==> config.mk <==
export PLATFORM = sky130hd
export DESIGN_NAME = eco32_core_lsu_dcm_rfc_flat
export DESIGN_NICKNAME = d
export VERILOG_FILES = /design/src/rtl/eco32_core_lsu_dcm_rfc_if.sv /design/src/rtl/eco32_core_lsu_dcm_rfc.sv /design/src/flat_wrapper.sv
export SDC_FILE = /design/constraint.sdc
export NUM_CORES = 1
export LEC_CHECK = 0
export ABC_CLOCK_PERIOD_IN_PS = 11120
export BUFFER_PORTS_ARGS = -buffer_cell sky130_fd_sc_hd__buf_2
export CAP_MARGIN = 20
export CORE_MARGIN = 3
export CORE_UTILIZATION = 40
export DETAILED_ROUTE_END_ITERATION = 12
export PLACE_DENSITY = 0.65
export REMOVE_ABC_BUFFERS = 1
export SYNTH_ARGS = -nofsm -noshare
export SYNTH_HDL_FRONTEND = slang
export SYNTH_SLANG_ARGS = --single-unit
==> constraint.sdc <==
create_clock -name clk -period 11.12 [get_ports clk]
set_input_delay 1.112 -clock clk [delete_from_list [all_inputs] [get_ports clk]]
set_output_delay 1.112 -clock clk [all_outputs]
set_load 0.01 [all_outputs]
==> src/rtl/eco32_core_lsu_dcm_rfc_if.sv <==
// Refill controller bus bundle: LSU packet FIFO head, D-cache data/tag write
// ports, and the thread wake strobe.
interface eco32_core_lsu_dcm_rfc_if #(
    parameter int WORDS   = 4,
    parameter int INDEX_W = 7,
    parameter int TAG_W   = 20
);
    localparam int AW = INDEX_W + $clog2(WORDS);

    logic               rx_hdr_stb;
    logic               rx_hdr_ack;
    logic               rx_data_stb;
    logic               rx_data_flush;
    logic [71:0]        rx_data;
    logic [3:0]         rx_iid;
    logic               port_busy;
    logic               mem_wr_stb;
    logic [AW-1:0]      mem_wr_addr;
    logic [71:0]        mem_wr_data;
    logic               tag_wr_stb;
    logic [INDEX_W-1:0] tag_wr_idx;
    logic [TAG_W-1:0]   tag_wr_tag;
    logic               tag_wr_vld;
    logic               wake_stb;
    logic [3:0]         wake_iid;
    logic               wake_err;
    logic               busy;

    modport master (
        input  rx_hdr_stb, rx_data_stb, rx_data, rx_iid, port_busy,
        output rx_hdr_ack, rx_data_flush, mem_wr_stb, mem_wr_addr, mem_wr_data,
               tag_wr_stb, tag_wr_idx, tag_wr_tag, tag_wr_vld,
               wake_stb, wake_iid, wake_err, busy
    );

    modport slave (
        output rx_hdr_stb, rx_data_stb, rx_data, rx_iid, port_busy,
        input  rx_hdr_ack, rx_data_flush, mem_wr_stb, mem_wr_addr, mem_wr_data,
               tag_wr_stb, tag_wr_idx, tag_wr_tag, tag_wr_vld,
               wake_stb, wake_iid, wake_err, busy
    );
endinterface

==> src/rtl/eco32_core_lsu_dcm_rfc.sv <==
// D-cache refill controller: moves one reply packet (header + WORDS data words)
// into the D-cache data/tag arrays, then wakes the requesting thread.
//
// state | meaning
// IDLE  | waiting for a header; drains stray data words
// DATA  | writing data words into the data array
// TAG   | waiting for the tag port to write a valid tag
// ABORT | data timed out; invalidate the line when the tag port frees up
// WAKE  | pulse wake for the latched thread
module eco32_core_lsu_dcm_rfc #(
    parameter bit FORCE_RST = 1'b1,
    parameter int WORDS     = 4,
    parameter int INDEX_W   = 7,
    parameter int TAG_W     = 20,
    parameter int TIMEOUT   = 255
) (
    input logic clk,
    input logic rst,
    eco32_core_lsu_dcm_rfc_if.master bus
);
    localparam int WW  = $clog2(WORDS);
    localparam int OFS = WW + 3;
    localparam int AW  = INDEX_W + WW;

    localparam logic [2:0] S_IDLE  = 3'd0;
    localparam logic [2:0] S_DATA  = 3'd1;
    localparam logic [2:0] S_TAG   = 3'd2;
    localparam logic [2:0] S_WAKE  = 3'd3;
    localparam logic [2:0] S_ABORT = 3'd4;

    localparam logic [7:0]    TO_LIM = 8'(TIMEOUT);
    localparam logic [WW-1:0] W_LAST = WW'(WORDS - 1);

    typedef struct packed {
        logic [INDEX_W-1:0] idx;
        logic [TAG_W-1:0]   tag;
        logic [3:0]         iid;
        logic [AW-1:0]      mem_addr;
        logic [71:0]        mem_data;
        logic [INDEX_W-1:0] tag_idx;
        logic [TAG_W-1:0]   tag_tag;
        logic               tag_vld;
        logic [3:0]         wake_iid;
        logic               wake_err;
    } dp_t;

    logic [2:0]    state;
    logic [WW-1:0] wcnt;
    logic [7:0]    tcnt;
    logic          err;
    logic          mem_stb_q, tag_stb_q, wake_stb_q;
    logic          hdr_ack, flush, take_word, tag_go;
    dp_t           dp_q, dp_d;

    // Header wins over a stray data word when both sit at the FIFO head in IDLE.
    always_comb begin
        hdr_ack = 1'b0;
        flush   = 1'b0;
        if (state == S_IDLE) begin
            hdr_ack = bus.rx_hdr_stb;
            flush   = bus.rx_data_stb & ~bus.rx_hdr_stb;
        end else if (state == S_DATA) begin
            flush   = bus.rx_data_stb & ~bus.port_busy;
        end
    end

    assign take_word = (state == S_DATA) & flush;
    assign tag_go    = ((state == S_TAG) | (state == S_ABORT)) & ~bus.port_busy;

    always_ff @(posedge clk or posedge rst) begin
        if (rst) begin
            state      <= S_IDLE;
            wcnt       <= '0;
            tcnt       <= '0;
            err        <= 1'b0;
            mem_stb_q  <= 1'b0;
            tag_stb_q  <= 1'b0;
            wake_stb_q <= 1'b0;
        end else begin
            mem_stb_q  <= take_word;
            tag_stb_q  <= tag_go;
            wake_stb_q <= 1'b0;
            case (state)
                S_IDLE: begin
                    if (hdr_ack) begin
                        wcnt  <= '0;
                        tcnt  <= '0;
                        err   <= 1'b0;
                        state <= S_DATA;
                    end
                end
                S_DATA: begin
                    if (take_word) begin
                        tcnt <= '0;
                        if (wcnt == W_LAST) state <= S_TAG;
                        else                wcnt  <= wcnt + WW'(1);
                    end else if (!bus.rx_data_stb) begin
                        if (tcnt != 8'hFF) tcnt <= tcnt + 8'd1;
                        if (tcnt >= TO_LIM - 8'd1) state <= S_ABORT;
                    end
                end
                S_TAG: begin
                    if (tag_go) state <= S_WAKE;
                end
                S_ABORT: begin
                    if (tag_go) begin
                        err   <= 1'b1;
                        state <= S_WAKE;
                    end
                end
                S_WAKE: begin
                    wake_stb_q <= 1'b1;
                    err        <= 1'b0;
                    state      <= S_IDLE;
                end
                default: state <= S_IDLE;
            endcase
        end
    end

    always_comb begin
        dp_d = dp_q;
        if (hdr_ack) begin
            dp_d.idx = bus.rx_data[OFS+INDEX_W-1:OFS];
            dp_d.tag = bus.rx_data[OFS+INDEX_W+TAG_W-1:OFS+INDEX_W];
            dp_d.iid = bus.rx_iid;
        end
        if (take_word) begin
            dp_d.mem_addr = {dp_q.idx, wcnt};
            dp_d.mem_data = bus.rx_data;
        end
        // An aborted refill writes its tag invalid so the partial line never hits.
        if (tag_go) begin
            dp_d.tag_idx = dp_q.idx;
            dp_d.tag_tag = dp_q.tag;
            dp_d.tag_vld = (state == S_TAG);
        end
        if (state == S_WAKE) begin
            dp_d.wake_iid = dp_q.iid;
            dp_d.wake_err = err;
        end
    end

    if (FORCE_RST) begin : g_dp_rst
        always_ff @(posedge clk or posedge rst) begin
            if (rst) dp_q <= '0;
            else     dp_q <= dp_d;
        end
    end else begin : g_dp_nrst
        always_ff @(posedge clk) dp_q <= dp_d;
    end

    assign bus.rx_hdr_ack    = hdr_ack;
    assign bus.rx_data_flush = flush;
    assign bus.mem_wr_stb    = mem_stb_q;
    assign bus.mem_wr_addr   = dp_q.mem_addr;
    assign bus.mem_wr_data   = dp_q.mem_data;
    assign bus.tag_wr_stb    = tag_stb_q;
    assign bus.tag_wr_idx    = dp_q.tag_idx;
    assign bus.tag_wr_tag    = dp_q.tag_tag;
    assign bus.tag_wr_vld    = dp_q.tag_vld;
    assign bus.wake_stb      = wake_stb_q;
    assign bus.wake_iid      = dp_q.wake_iid;
    assign bus.wake_err      = dp_q.wake_err;
    assign bus.busy          = (state != S_IDLE);
endmodule

==> src/flat_wrapper.sv <==
// flat-port wrapper written by rule: the top's interface ports become plain ports
module eco32_core_lsu_dcm_rfc_flat 
#(
    parameter bit FORCE_RST = 1'b1,
    parameter int WORDS     = 4,
    parameter int INDEX_W   = 7,
    parameter int TAG_W     = 20,
    parameter int TIMEOUT   = 255
)
  (clk, rst, bus_rx_hdr_stb, bus_rx_data_stb, bus_rx_data, bus_rx_iid, bus_port_busy, bus_rx_hdr_ack, bus_rx_data_flush, bus_mem_wr_stb, bus_mem_wr_addr, bus_mem_wr_data, bus_tag_wr_stb, bus_tag_wr_idx, bus_tag_wr_tag, bus_tag_wr_vld, bus_wake_stb, bus_wake_iid, bus_wake_err, bus_busy);
  eco32_core_lsu_dcm_rfc_if #(.WORDS(WORDS), .INDEX_W(INDEX_W), .TAG_W(TAG_W)) bus_i ();
  input logic clk;
  input logic rst;
  input wire logic [$bits(bus_i.rx_hdr_stb)-1:0] bus_rx_hdr_stb;
  input wire logic [$bits(bus_i.rx_data_stb)-1:0] bus_rx_data_stb;
  input wire logic [$bits(bus_i.rx_data)-1:0] bus_rx_data;
  input wire logic [$bits(bus_i.rx_iid)-1:0] bus_rx_iid;
  input wire logic [$bits(bus_i.port_busy)-1:0] bus_port_busy;
  output wire logic [$bits(bus_i.rx_hdr_ack)-1:0] bus_rx_hdr_ack;
  output wire logic [$bits(bus_i.rx_data_flush)-1:0] bus_rx_data_flush;
  output wire logic [$bits(bus_i.mem_wr_stb)-1:0] bus_mem_wr_stb;
  output wire logic [$bits(bus_i.mem_wr_addr)-1:0] bus_mem_wr_addr;
  output wire logic [$bits(bus_i.mem_wr_data)-1:0] bus_mem_wr_data;
  output wire logic [$bits(bus_i.tag_wr_stb)-1:0] bus_tag_wr_stb;
  output wire logic [$bits(bus_i.tag_wr_idx)-1:0] bus_tag_wr_idx;
  output wire logic [$bits(bus_i.tag_wr_tag)-1:0] bus_tag_wr_tag;
  output wire logic [$bits(bus_i.tag_wr_vld)-1:0] bus_tag_wr_vld;
  output wire logic [$bits(bus_i.wake_stb)-1:0] bus_wake_stb;
  output wire logic [$bits(bus_i.wake_iid)-1:0] bus_wake_iid;
  output wire logic [$bits(bus_i.wake_err)-1:0] bus_wake_err;
  output wire logic [$bits(bus_i.busy)-1:0] bus_busy;
  assign bus_i.rx_hdr_stb = bus_rx_hdr_stb;
  assign bus_i.rx_data_stb = bus_rx_data_stb;
  assign bus_i.rx_data = bus_rx_data;
  assign bus_i.rx_iid = bus_rx_iid;
  assign bus_i.port_busy = bus_port_busy;
  assign bus_rx_hdr_ack = bus_i.rx_hdr_ack;
  assign bus_rx_data_flush = bus_i.rx_data_flush;
  assign bus_mem_wr_stb = bus_i.mem_wr_stb;
  assign bus_mem_wr_addr = bus_i.mem_wr_addr;
  assign bus_mem_wr_data = bus_i.mem_wr_data;
  assign bus_tag_wr_stb = bus_i.tag_wr_stb;
  assign bus_tag_wr_idx = bus_i.tag_wr_idx;
  assign bus_tag_wr_tag = bus_i.tag_wr_tag;
  assign bus_tag_wr_vld = bus_i.tag_wr_vld;
  assign bus_wake_stb = bus_i.wake_stb;
  assign bus_wake_iid = bus_i.wake_iid;
  assign bus_wake_err = bus_i.wake_err;
  assign bus_busy = bus_i.busy;
  eco32_core_lsu_dcm_rfc #(.FORCE_RST(FORCE_RST), .WORDS(WORDS), .INDEX_W(INDEX_W), .TAG_W(TAG_W), .TIMEOUT(TIMEOUT)) u_core (.clk(clk), .rst(rst), .bus(bus_i));
endmodule
Word level (Yosys, flattened, before mapping):

Cells that the tools add are included.

* add/sub/neg operators: 2
* magnitude comparators: 1
* equality and inequality tests: 15
* muxes and demuxes: 23
* bitwise logic cells: 7
* reduce and logical (&&, ||, !) cells: 9

Operator list (count)
* $mux 8: 4
* $mux 3: 6
* $pmux 8 s2: 1
* $ne 3x2->1 const B: 3
* $pmux 3 s3: 1
* $add 8x1->8 const B: 1
* $ge 8x8->1 const B: 1
* $ne 8x8->1 const B: 1
* $reduce_and 4->1: 2
* $eq 3x2->1 const B: 2
* $mux 1: 6
* $mux 2: 3
* $ne 2x1->1 const B: 3
* $reduce_bool 3->1: 2
* $reduce_and 5->1: 1
* $and 1x1->1: 4
* $ne 2x2->1 const B: 2
* $pmux 2 s2: 1
* $eq 3x1->1 const B: 1
* $eq 3x3->1 const B: 1
* $logic_not 3->1: 1
* $ne 3x3->1 const B: 1
* $pmux 1 s3: 1
* $reduce_and 3->1: 1
* other kinds (6): 7

* register bits after elaboration: 162
* input port bits: 81
* output and inout port bits: 120
* logic and storage cells: 74

Logic depth before layout (Yosys ltp):

Gate-level depths: netlist of the first run.

* word-level depth: 7
* mapped depth: 7
* gate-level depth less buffers: 6

Worst setup path after synthesis of the first run:

No wires, ideal clock.

* path kind: input-to-output
* start point: input bus_port_busy
* end point: output bus_rx_data_flush
* arrival time: 1.563 ns
* data required time: 10.008 ns
* path slack: 8.445 ns
* cell stages on the path: 3
* buffers on the path: 1
* cells stage by stage: buf_2 > nand2_1 > o2111a_1

* cells in the longest elaborated chain, start to end: 4

Ends and longest elaborated chain
* from (decl): line flat_wrapper.sv:18 `input wire logic [$bits(bus_i.port_busy)-1:0] bus_port_busy;`
* $not 1->1: line eco32_core_lsu_dcm_rfc.sv:63 `flush = bus.rx_data_stb & ~bus.port_busy;`
* $and 1x1->1: line eco32_core_lsu_dcm_rfc.sv:63
* $mux 1: line eco32_core_lsu_dcm_rfc.sv:62 `end else if (state == S_DATA) begin`
* $mux 1: line eco32_core_lsu_dcm_rfc.sv:59 `if (state == S_IDLE) begin`
* to (decl): line flat_wrapper.sv:20 `output wire logic [$bits(bus_i.rx_data_flush)-1:0] bus_rx_data_flush;`

Every way passes these cells.

Worst setup path in the final report of the first run:

* start point: register u_core.state[0]
* end point: output bus_rx_hdr_ack

* cells in the longest elaborated chain, start to end: 2

Ends and longest elaborated chain
* from (decl): line eco32_core_lsu_dcm_rfc.sv:47 `logic [2:0] state;`
* from (signal assigned): line eco32_core_lsu_dcm_rfc.sv:72 `state <= S_IDLE;`
* from (signal assigned): line eco32_core_lsu_dcm_rfc.sv:89 `state <= S_DATA;`
* from (signal assigned): line eco32_core_lsu_dcm_rfc.sv:95 `if (wcnt == W_LAST) state <= S_TAG;`
* $logic_not 3->1: line eco32_core_lsu_dcm_rfc.sv:59
* $mux 1: line eco32_core_lsu_dcm_rfc.sv:59
* to (decl): line flat_wrapper.sv:19 `output wire logic [$bits(bus_i.rx_hdr_ack)-1:0] bus_rx_hdr_ack;`

Every way passes these cells.

==> results of run 1 <==
Yosys cell counts (all sizes together):
library cell,count
a41oi,1
o2bb2ai,2
mux2i,1
mux2,66
a211oi,1
nor4b,1
a311o,1
xnor2,1
dfrtp,162
nand3b,1
ha,3
o21ai,7
inv,8
nand2,247
nor2b,1
buf,133
nor3,2
o21a,1
o22ai,1
or3b,1
a21oi,8
o211ai,4
nand3,7
a31oi,7
clkbuf,7
nand4,1
a22oi,1
nor3b,3
o2111a,1
nand2b,3
or3,2
and2,2
nor2,14
critical path, stage by stage, from the launching register on:
cell     delay [ns]
dfrtp_1        0.55
or3_4          0.48
nor2_4         0.08
buf_4          0.43
buf_2          0.23
through the flow:
step                      hold slack (ns)  cell area (sq um)  power [mW]   util  cells
after global placement              0.452               7600        1.82  0.432    990
final                               0.469               8190        2.41  0.465   1022
after floorplan                     0.453               6280        1.49      -    561
after CTS                           0.473               8190        2.45  0.465   1022
after detailed placement            0.457               7600        1.85  0.432    990
after global routing                0.488               8190        2.59  0.465   1022
report_power, final:
| group | switching (mW) | internal (mW) | leakage, nW |
|---|---|---|---|
| clock | 0.247 | 0.340 | 0.285 |
| combinational | 0.440 | 0.372 | 2.03 |
| sequential | 0.151 | 0.858 | 2.01 |
layer usage:
| layer | vias up | global-route usage |
|---|---|---|
| li1 | 2308 | - |
| met1 | 2311 | 0.194 |
| met2 | 159 | 0.239 |
| met3 | 22 | 0.0519 |
| met4 | 0 | 0.0586 |
| met5 | - | 0 |
worst max path at each step:
stage                                from                          to  slack (ns)  cells after the start
after floorplan                       rst   u_core.bus.mem_wr_addr[0]        5.63                      1
after global placement    bus_rx_data_stb   u_core.bus.mem_wr_data[3]        7.55                      8
after detailed placement  bus_rx_data_stb   u_core.bus.mem_wr_addr[7]        7.47                      8
after CTS                 u_core.state[0]              bus_rx_hdr_ack        7.77                      4
after global routing      bus_rx_data_stb  u_core.bus.mem_wr_data[44]        7.69                      8
final                     u_core.state[0]              bus_rx_hdr_ack        7.81                      4
cell type report:
| cell class | instances | share of cell area |
|---|---|---|
| Clock buffer | 18 | 0.0536 |
| Clock inverter | 14 | 0.0186 |
| Inverter | 8 | 0.00428 |
| Multi-Input combinational cell | 391 | 0.268 |
| Sequential cell | 162 | 0.495 |
| Tap cell | 225 | 0.0344 |
| Timing Repair Buffer | 204 | 0.126 |
flip-flops by register name (all words and copies together) (netlist names):
register and count:
u_core.dp_q 31, u_core.bus.wake_err 1, u_core.bus.tag_wr_vld 1, u_core.bus.tag_wr_tag 20, u_core.bus.wake_stb 1, u_core.bus.tag_wr_idx 7, u_core.bus.mem_wr_addr 9, u_core.err 1
u_core.tcnt 8, u_core.bus.mem_wr_stb 1, u_core.bus.tag_wr_stb 1, u_core.bus.mem_wr_data 72, u_core.wcnt 2, u_core.state 3, u_core.bus.wake_iid 4
cell families (layout without fill, tap and decap cells):
| kind of cell | after synthesis | after routing | share of synthesized area |
|---|---|---|---|
| mux | 67 | 67 | 0.104 |
| flops | 162 | 162 | 0.555 |
| buf+inv | 148 | 244 | 0.145 |
| simple gates | 285 | 285 | 0.159 |
| xor+xnor | 1 | 1 | 0.00120 |
| compound gates | 35 | 35 | 0.0313 |
| fa+ha+maj | 3 | 3 | 0.00514 |
==> flow_summary.toml, run 1 <==
[layout]
diodes = 0
regArea_sq_um = 4050
nets = 868
fillCellCount = 1673
syn2layout_area_growth_pct = 12.1
drive_gt1_frac = 0.390
final_cell_mix = "nand2_1 (246), buf_2 (200), dfrtp_1 (162)"
multi_input_area_sq_um = 2200
final_common_cell = "nand2_1"

[floorplan]
die_x_microns = 141
fp-row-count = 48
initial_core_util = 0.415
core_region_area_sq_um = 17600
die_area_sq_um = 19900
io_pins = 201
die_h_microns = 141

[synth]
yosys_warnings = 0
syn_inst = 701
syn_area_sq_um = 7310
synth_top_area_share = 0.555
ys_seq_elements = 162
yosysTopAreaCell = "dfrtp_1"
synth.distinct_cells = 42
avgSynthCellArea_sq_um = 10.4
seq_area_frac_synth = 0.555
netlist_top_cells_area = "dfrtp_1 (55%), buf_4 (13%), nand2_1 (13%)"

[critical_path]
crit_path_end_kind = "primary output"
r2r-end = "u_core.bus.mem_wr_data[3]"
crit_path_start_kind = "flip-flop"
worstSetupPathType = "flip-flop to primary output"
path_max_fanout = 33
crit-reg2reg-launch = "u_core.state[0]"
ff2ff_setup_slack_ns = 8.18
critPathRequiredTime_ns = 10.01
crit_arrival_ns = 2.19
r2r_cells = 7

[placement]
place_hpwl_mm = 9.86
numPortBuffers = 200
gp_congestion = 0.842
pre_cts_ws_ns = 7.47

[global_routing]
grt_pass1_wl_mm = 24.4
antenna_found_initial = 0
grt_max_degree = 89
grt_use_total = 0.152
grt_pass1_vias = 4791
overflow = 0

[clock_tree]
clkTransAtPathRegs_ns = 0.07
cts_hold_buf = 0
cts_setup_buffers = 0
cts_sinks = 162
clockBufferDepth = 2
cts_resized = 0
cts_root_buf = "clkbuf_16"
htreeDepth = 4
clk_latency_ns = 0.41
cts_buffers = 17
cts_tree = "built"

[pwr]
cellPowerDensity_nw_per_um2 = 294
power.leakage_nw = 4.33
vdd_drop_max_uv = 139

[run]
cap_violations = 0

[timing]
slew_headroom = 0.376
setup_violations = 0
final.setup.tns_ns = 0
slew_violations = 0
fmax_mhz = 302
rsz0062_at_grt = "no"
finalHoldViolCount = 0
fin_crit_ns = 3.31
worst_pin_slew_ns = 0.937
fin_skew_ns = 0.00874
fin_ws_ns = 7.81
fin_crit_sh = 0.297

[detailed_routing]
drt-wirelength-per-cell_microns = 14.5
ant_nets = 0
wl_met3_mm = 1.22
wl_mm = 14.8
dr_total_vias = 4800
top_layer = "met4"
drt_iter0_drc = 151
firstDrtPassIters = 4
dr_wl_met2_mm = 6.81
drc = 0
avgViaCountPerCell = 4.70
route.layer.met1.wl_mm = 6.50

[run_status]
status = "finished, final reports clean"

[worst_hold_path]
hold_path_class = "flip-flop to flip-flop"
min_path_cells = 2
hold_end = "u_core.bus.mem_wr_data[32]"
hp-start = "u_core.bus.mem_wr_data[32]"
(Power assumes the default switching activity.)
==> run 2: changes to the inputs <==
--- a/config.mk
+++ b/config.mk
@@ -5,7 +5,7 @@
 export SDC_FILE = /design/constraint.sdc
 export NUM_CORES = 1
 export LEC_CHECK = 0
-export ABC_CLOCK_PERIOD_IN_PS = 11120
+export ABC_CLOCK_PERIOD_IN_PS = 3330
 export BUFFER_PORTS_ARGS = -buffer_cell sky130_fd_sc_hd__buf_2
 export CAP_MARGIN = 20
 export CORE_MARGIN = 3
==> constraint.sdc (replaced) <==
create_clock -name clk -period 3.33 [get_ports clk]
set_input_delay 0.333 -clock clk [delete_from_list [all_inputs] [get_ports clk]]
set_output_delay 0.333 -clock clk [all_outputs]
set_load 0.01 [all_outputs]
==> run 2 against run 1 <==
Against the previous run:
- sequential share of layout area about the same
- critical endpoint unchanged
- clock power increased to 3.1 times the previous value
- largest power group unchanged
- cell count about the same
- die area unchanged
==> flow_summary.toml, run 2 (synthesized netlist as in run 1, its figures left out) <==
[timing]
hold_ws_ns = 0.103
slew_headroom = 0.417
finalHoldViolCount = 0
fmax_mhz = 375
fin_crit_ns = 2.67
slew_violations = 0
worst_pin_slew_ns = 0.874
final.setup.tns_ns = 0
setup_violations = 0
fin_skew_ns = 0.00948
rsz0062_at_grt = "no"
fin_crit_sh = 0.802

[floorplan]
io_pins = 201
initial_core_util = 0.415
die_h_microns = 141
die_area_sq_um = 19900
fp-row-count = 48
core_region_area_sq_um = 17600
die_x_microns = 141

[critical_path]
crit_buf_inv = 1
r2r_cells = 4
cp_top_family = "simple AND/OR/NAND/NOR gates"
crit_path_start_kind = "flip-flop"
worstSetupPathDepth = 3
worstSetupPathType = "flip-flop to primary output"
critPathRequiredTime_ns = 3.00
slowest_delay_ns = 0.62
crit_arrival_ns = 2.34
path_max_fanout = 26
critical_path.cell_chain = "or3_4 -> nor2_4 -> buf_2"
crit_slowest_cell = "nor2_4"
crit_path_end_kind = "primary output"

[layout]
largest_reg_flops = 72
final_area_sq_um = 8180
multi_input_area_sq_um = 2200
final_common_cell = "nand2_1"
fillCellCount = 1683
drive_gt1_frac = 0.390
nets = 870
regArea_sq_um = 4050
diodes = 0
syn2layout_area_growth_pct = 12.0
final_cell_mix = "nand2_1 (246), buf_2 (200), dfrtp_1 (162)"

[worst_hold_path]
hold_path_class = "input pin to flip-flop"
min_path_cells = 3

[run_status]
status = "finished, final reports clean"

[detailed_routing]
firstDrtPassIters = 4
ant_nets = 0
drt-wirelength-per-cell_microns = 14.5
drc = 0
dr_total_vias = 4775
avgViaCountPerCell = 4.67
drt_iter0_drc = 199
wl_mm = 14.8

[pwr]
vdd_drop_max_uv = 427
cellPowerDensity_nw_per_um2 = 965
power.leakage_nw = 4.32

[global_routing]
antenna_found_initial = 0
grt_pass1_vias = 4886
grt_max_degree = 80
grt_use_total = 0.156
overflow = 0
grt_pass1_wl_mm = 25.0

[placement]
gp_congestion = 0.744
place_hpwl_mm = 10.2
numPortBuffers = 200
place_area_sq_um = 7630

[clock_tree]
cts_root_buf = "clkbuf_16"
cts_setup_buffers = 0
clkTransAtPathRegs_ns = 0.07
cts_tree = "built"
clk_latency_ns = 0.42
cts_sinks = 162
htreeDepth = 4
clockBufferDepth = 2
cts_buffers = 17

[run]
cap_violations = 0
run 2: changes by cell type in the layout (fill, tap and decap cells not counted), sizes merged:
cell	delta
buf	+1
bufinv	-2
clkinv	+2
dlygate4sd3	+1
inv	-1
run 2: final timing paths:
path | startpoint | endpoint | slack, ns
setup / recovery | u_core.state[0] | bus_rx_hdr_ack | 0.66
min in group asynchronous | rst | u_core.bus.mem_wr_addr[2] | 0.52
setup reg to reg | u_core.state[0] | u_core.dp_q[127] | 0.89
max in group asynchronous | rst | u_core.bus.mem_wr_data[64] | 2.01
hold / removal | bus_rx_data[54] | u_core.bus.mem_wr_data[54] | 0.10
hold reg to reg | u_core.bus.mem_wr_data[62] | u_core.bus.mem_wr_data[62] | 0.47
run 2: worst register-to-register path, stage by stage, from the launching register on:
cell,delay (ns)
dfrtp_1,0.55
or3_4,0.47
nor2_4,0.62
buf_4,0.33
mux2_2,0.35
run 2: power breakdown:
| group | leakage [nW] | switching (mW) | internal, mW | total [mW] |
|---|---|---|---|---|
| Combinational | 2.05 | 1.48 | 1.25 | 2.73 |
| Clock | 0.260 | 0.823 | 0.980 | 1.80 |
| Sequential | 2.01 | 0.499 | 2.86 | 3.36 |
| Total | 4.32 | 2.80 | 5.10 | 7.89 |
run 2: metrics by stage:
| step | setup slack, ns | cells | util | total power, mW |
|---|---|---|---|---|
| final | 0.660 | 1023 | 0.465 | 7.89 |
| after global routing | 0.458 | 1023 | 0.465 | 8.53 |
| after CTS | 0.591 | 1023 | 0.465 | 8.04 |
| after detailed placement | 0.872 | 991 | 0.434 | 6.19 |
| after global placement | 0.889 | 991 | 0.434 | 6.10 |
| after floorplan | -1.38 | 561 | - | 4.99 |
run 2: layer usage:
metal / global-route usage / share of wire
met1: 0.200 / 0.44
met2: 0.250 / 0.46
met3: 0.0526 / 0.080
met4: 0.0495 / 0.014
met5: 0 / 0
run 2: final cells by class:
cell class,instances,area share
Clock buffer,18,0.0537
Clock inverter,13,0.0125
Sequential cell,162,0.495
Inverter,8,0.00428
Tap cell,225,0.0344
Timing Repair Buffer,206,0.131
Multi-Input combinational cell,391,0.269
run 2: timing repair:
item                                   CTS  global route
hold buffers                             1             0
endpoints found under the hold margin   10             0
gates resized for setup                  0             0
==> run 3: changes to the inputs <==
--- a/config.mk
+++ b/config.mk
@@ -5,7 +5,8 @@
 export SDC_FILE = /design/constraint.sdc
 export NUM_CORES = 1
 export LEC_CHECK = 0
-export ABC_CLOCK_PERIOD_IN_PS = 3330
+export ABC_AREA = 1
+export ABC_CLOCK_PERIOD_IN_PS = 2500
 export BUFFER_PORTS_ARGS = -buffer_cell sky130_fd_sc_hd__buf_2
 export CAP_MARGIN = 20
 export CORE_MARGIN = 3
==> constraint.sdc (replaced) <==
create_clock -name clk -period 2.5 [get_ports clk]
set_input_delay 0.25 -clock clk [delete_from_list [all_inputs] [get_ports clk]]
set_output_delay 0.25 -clock clk [all_outputs]
set_load 0.01 [all_outputs]
==> run 3 against run 2 <==
Against the previous run:
- first-iteration DRC count increased by 4.5%
- setup slack got worse by 0.23 ns
- core utilization grew 0.25 points
- synthesized cell count increased by 20%
- power is 33% higher
- routed wire length up 5.5%
- largest power group unchanged
==> flow_summary.toml, run 3 <==
[pwr]
intPower_mw = 6.56
combPwrFrac = 0.332
p_clk_frac = 0.242
p_seq_frac = 0.426
swShare = 0.373
vdd_drop_max_uv = 454
power.leakage_nw = 4.79
switchingPower_mw = 3.90
cellPowerDensity_nw_per_um2 = 1230

[synth]
synthTopCellsByCount = "nand2_1 (347), dfrtp_1 (162), buf_4 (117), inv_1 (56), o21ai_0 (45)"
synth.distinct_cells = 24
ys_async_sr_fraction = 1.00
seq_area_frac_synth = 0.545
avgSynthCellArea_sq_um = 8.85
synth-edff-count = 0
syn_inst = 841
syn_area_sq_um = 7440
netlist_top_cells_area = "dfrtp_1 (54%), nand2_1 (17%), buf_4 (12%)"
synth_ff_type = "dfrtp_1"
synth_top_area_share = 0.545
yosysTopAreaCell = "dfrtp_1"
ys_seq_elements = 162
yosysMostFrequentCell = "nand2_1"
yosys_warnings = 0

[clock_tree]
cts_buffers = 17
cts_tree = "built"
clk_latency_ns = 0.42
cts_root_buf = "clkbuf_16"
cts_setup_buffers = 0
htreeDepth = 4
cts_sinks = 162
clockBufferDepth = 2
clkTransAtPathRegs_ns = 0.07

[critical_path]
critical_path.cell_chain = "nor2_4 -> nand3_2 -> buf_4 -> inv_1 -> buf_2"
critPathRequiredTime_ns = 2.25
crit_arrival_ns = 1.82
crit_path_end_kind = "primary output"
slowest_delay_ns = 0.46
crit_slowest_cell = "dfrtp_1"
worstSetupPathType = "flip-flop to primary output"
crit_path_start_kind = "flip-flop"
path_max_fanout = 29

[timing]
fin_crit_sh = 0.826
worst_pin_slew_ns = 0.592
slew_headroom = 0.606
finalHoldViolCount = 0
fin_skew_ns = 0.00764
hold_ws_ns = 0.0233
fin_crit_ns = 2.07
final.setup.tns_ns = 0
setup_violations = 0
rsz0062_at_grt = "no"
fmax_mhz = 484
slew_violations = 0

[floorplan]
core_region_area_sq_um = 18100
die_area_sq_um = 20300
io_pins = 201
initial_core_util = 0.410
die_x_microns = 142
fp-row-count = 49
die_h_microns = 142

[run]
cap_violations = 0

[placement]
place_hpwl_mm = 10.8
gp_congestion = 0.820
numPortBuffers = 200

[layout]
final_common_cell = "nand2_1"
syn2layout_area_growth_pct = 14.0
largest_reg_flops = 72
nets = 1027
fillCellCount = 1775
diodes = 0
final_cell_mix = "nand2_1 (347), buf_2 (200), dfrtp_1 (162)"
multi_input_area_sq_um = 2060
regArea_sq_um = 4050
drive_gt1_frac = 0.279
final_util = 0.468

[detailed_routing]
ant_nets = 0
drc = 0
drt_iter0_drc = 208
wl_mm = 15.7
firstDrtPassIters = 5
dr_total_vias = 5298
drt-wirelength-per-cell_microns = 13.2
avgViaCountPerCell = 4.47

[run_status]
status = "finished, final reports clean"

[global_routing]
overflow = 0
grt_pass1_wl_mm = 26.0
grt_use_total = 0.159
grt_pass1_vias = 5211
grt_max_degree = 65
antenna_found_initial = 0

[worst_hold_path]
hold_path_class = "input pin to flip-flop"
-- run 3: per-layer routing --
| metal | GRT usage | vias up | wire, microns |
|---|---|---|---|
| met5 | 0 | - | 0 |
| met2 | 0.256 | 130 | 7420 |
| met4 | 0.0470 | 0 | 200 |
| met1 | 0.207 | 2460 | 7200 |
| li1 | - | 2690 | - |
| met3 | 0.0501 | 18 | 843 |
-- run 3: per-stage QoR --
| step | instance area, sq um | worst slack [ns] | power, mW | instances |
|---|---|---|---|---|
| floorplan | 6340 | -2.13 | 6.42 | 698 |
| global placement | 7740 | 0.832 | 7.90 | 1136 |
| detailed placement | 7740 | 0.796 | 7.99 | 1136 |
| CTS | 8480 | 0.411 | 10.6 | 1185 |
| global route | 8480 | 0.322 | 11.3 | 1185 |
| finish | 8480 | 0.434 | 10.5 | 1185 |
-- run 3: final timing paths --
| path | from | endpoint | slack [ns] | cells past startpoint |
|---|---|---|---|---|
| worst max-delay path | u_core.state[1] | bus_rx_hdr_ack | 0.43 | 5 |
| worst min-delay path | bus_rx_data[4] | u_core.bus.mem_wr_data[4] | 0.02 | 3 |
| worst max register to register | u_core.state[1] | u_core.bus.mem_wr_data[36] | 0.77 | 8 |
| worst min register to register | u_core.dp_q[137] | u_core.bus.tag_wr_tag[19] | 0.46 | 2 |
| max in group asynchronous | rst | u_core.bus.mem_wr_data[7] | 1.37 | 4 |
| min in group asynchronous | rst | u_core.bus.mem_wr_data[71] | 0.44 | 3 |
-- run 3: power groups by stage --
stage	logic [mW]	registers [mW]	clock network, mW
3_3_place_gp	3.43	4.47	0
3_5_place_dp	3.52	4.47	0
4_1_cts	3.54	4.46	2.61
2_1_floorplan	1.60	4.82	0
5_1_grt	3.97	4.59	2.72
6_report	3.47	4.46	2.53
-- run 3: critical path, delay by kind of cell, from the launching register on --
family,cells,cell delay [ns]
DFF,1,0.46
buffers and inverters,3,0.56
and+or+nand+nor,2,0.36
-- run 3: cell type report --
cell class | instances | area share
timing repair buffer | 226 | 0.150
sequential | 162 | 0.478
tap | 229 | 0.0338
clock inverter | 15 | 0.0177
clock buffer | 17 | 0.0501
inverter | 59 | 0.0270
multi-input combinational | 477 | 0.243
-- run 3: logic make-up after synthesis --
group	synth area share
xor gates and xnor gates	0.00118
DFF	0.545
adders and majority gates	0.00504
buffers and inverters	0.178
AOI/OAI and AO/OA	0.0614
and+or+nand+nor	0.210
-- run 3: timing repair --
item / CTS / global route
gates resized for setup: 0 / 0
setup endpoints to repair: 0 / 0
hold buffers: 17 / 0
endpoints found under the hold margin: 67 / 0
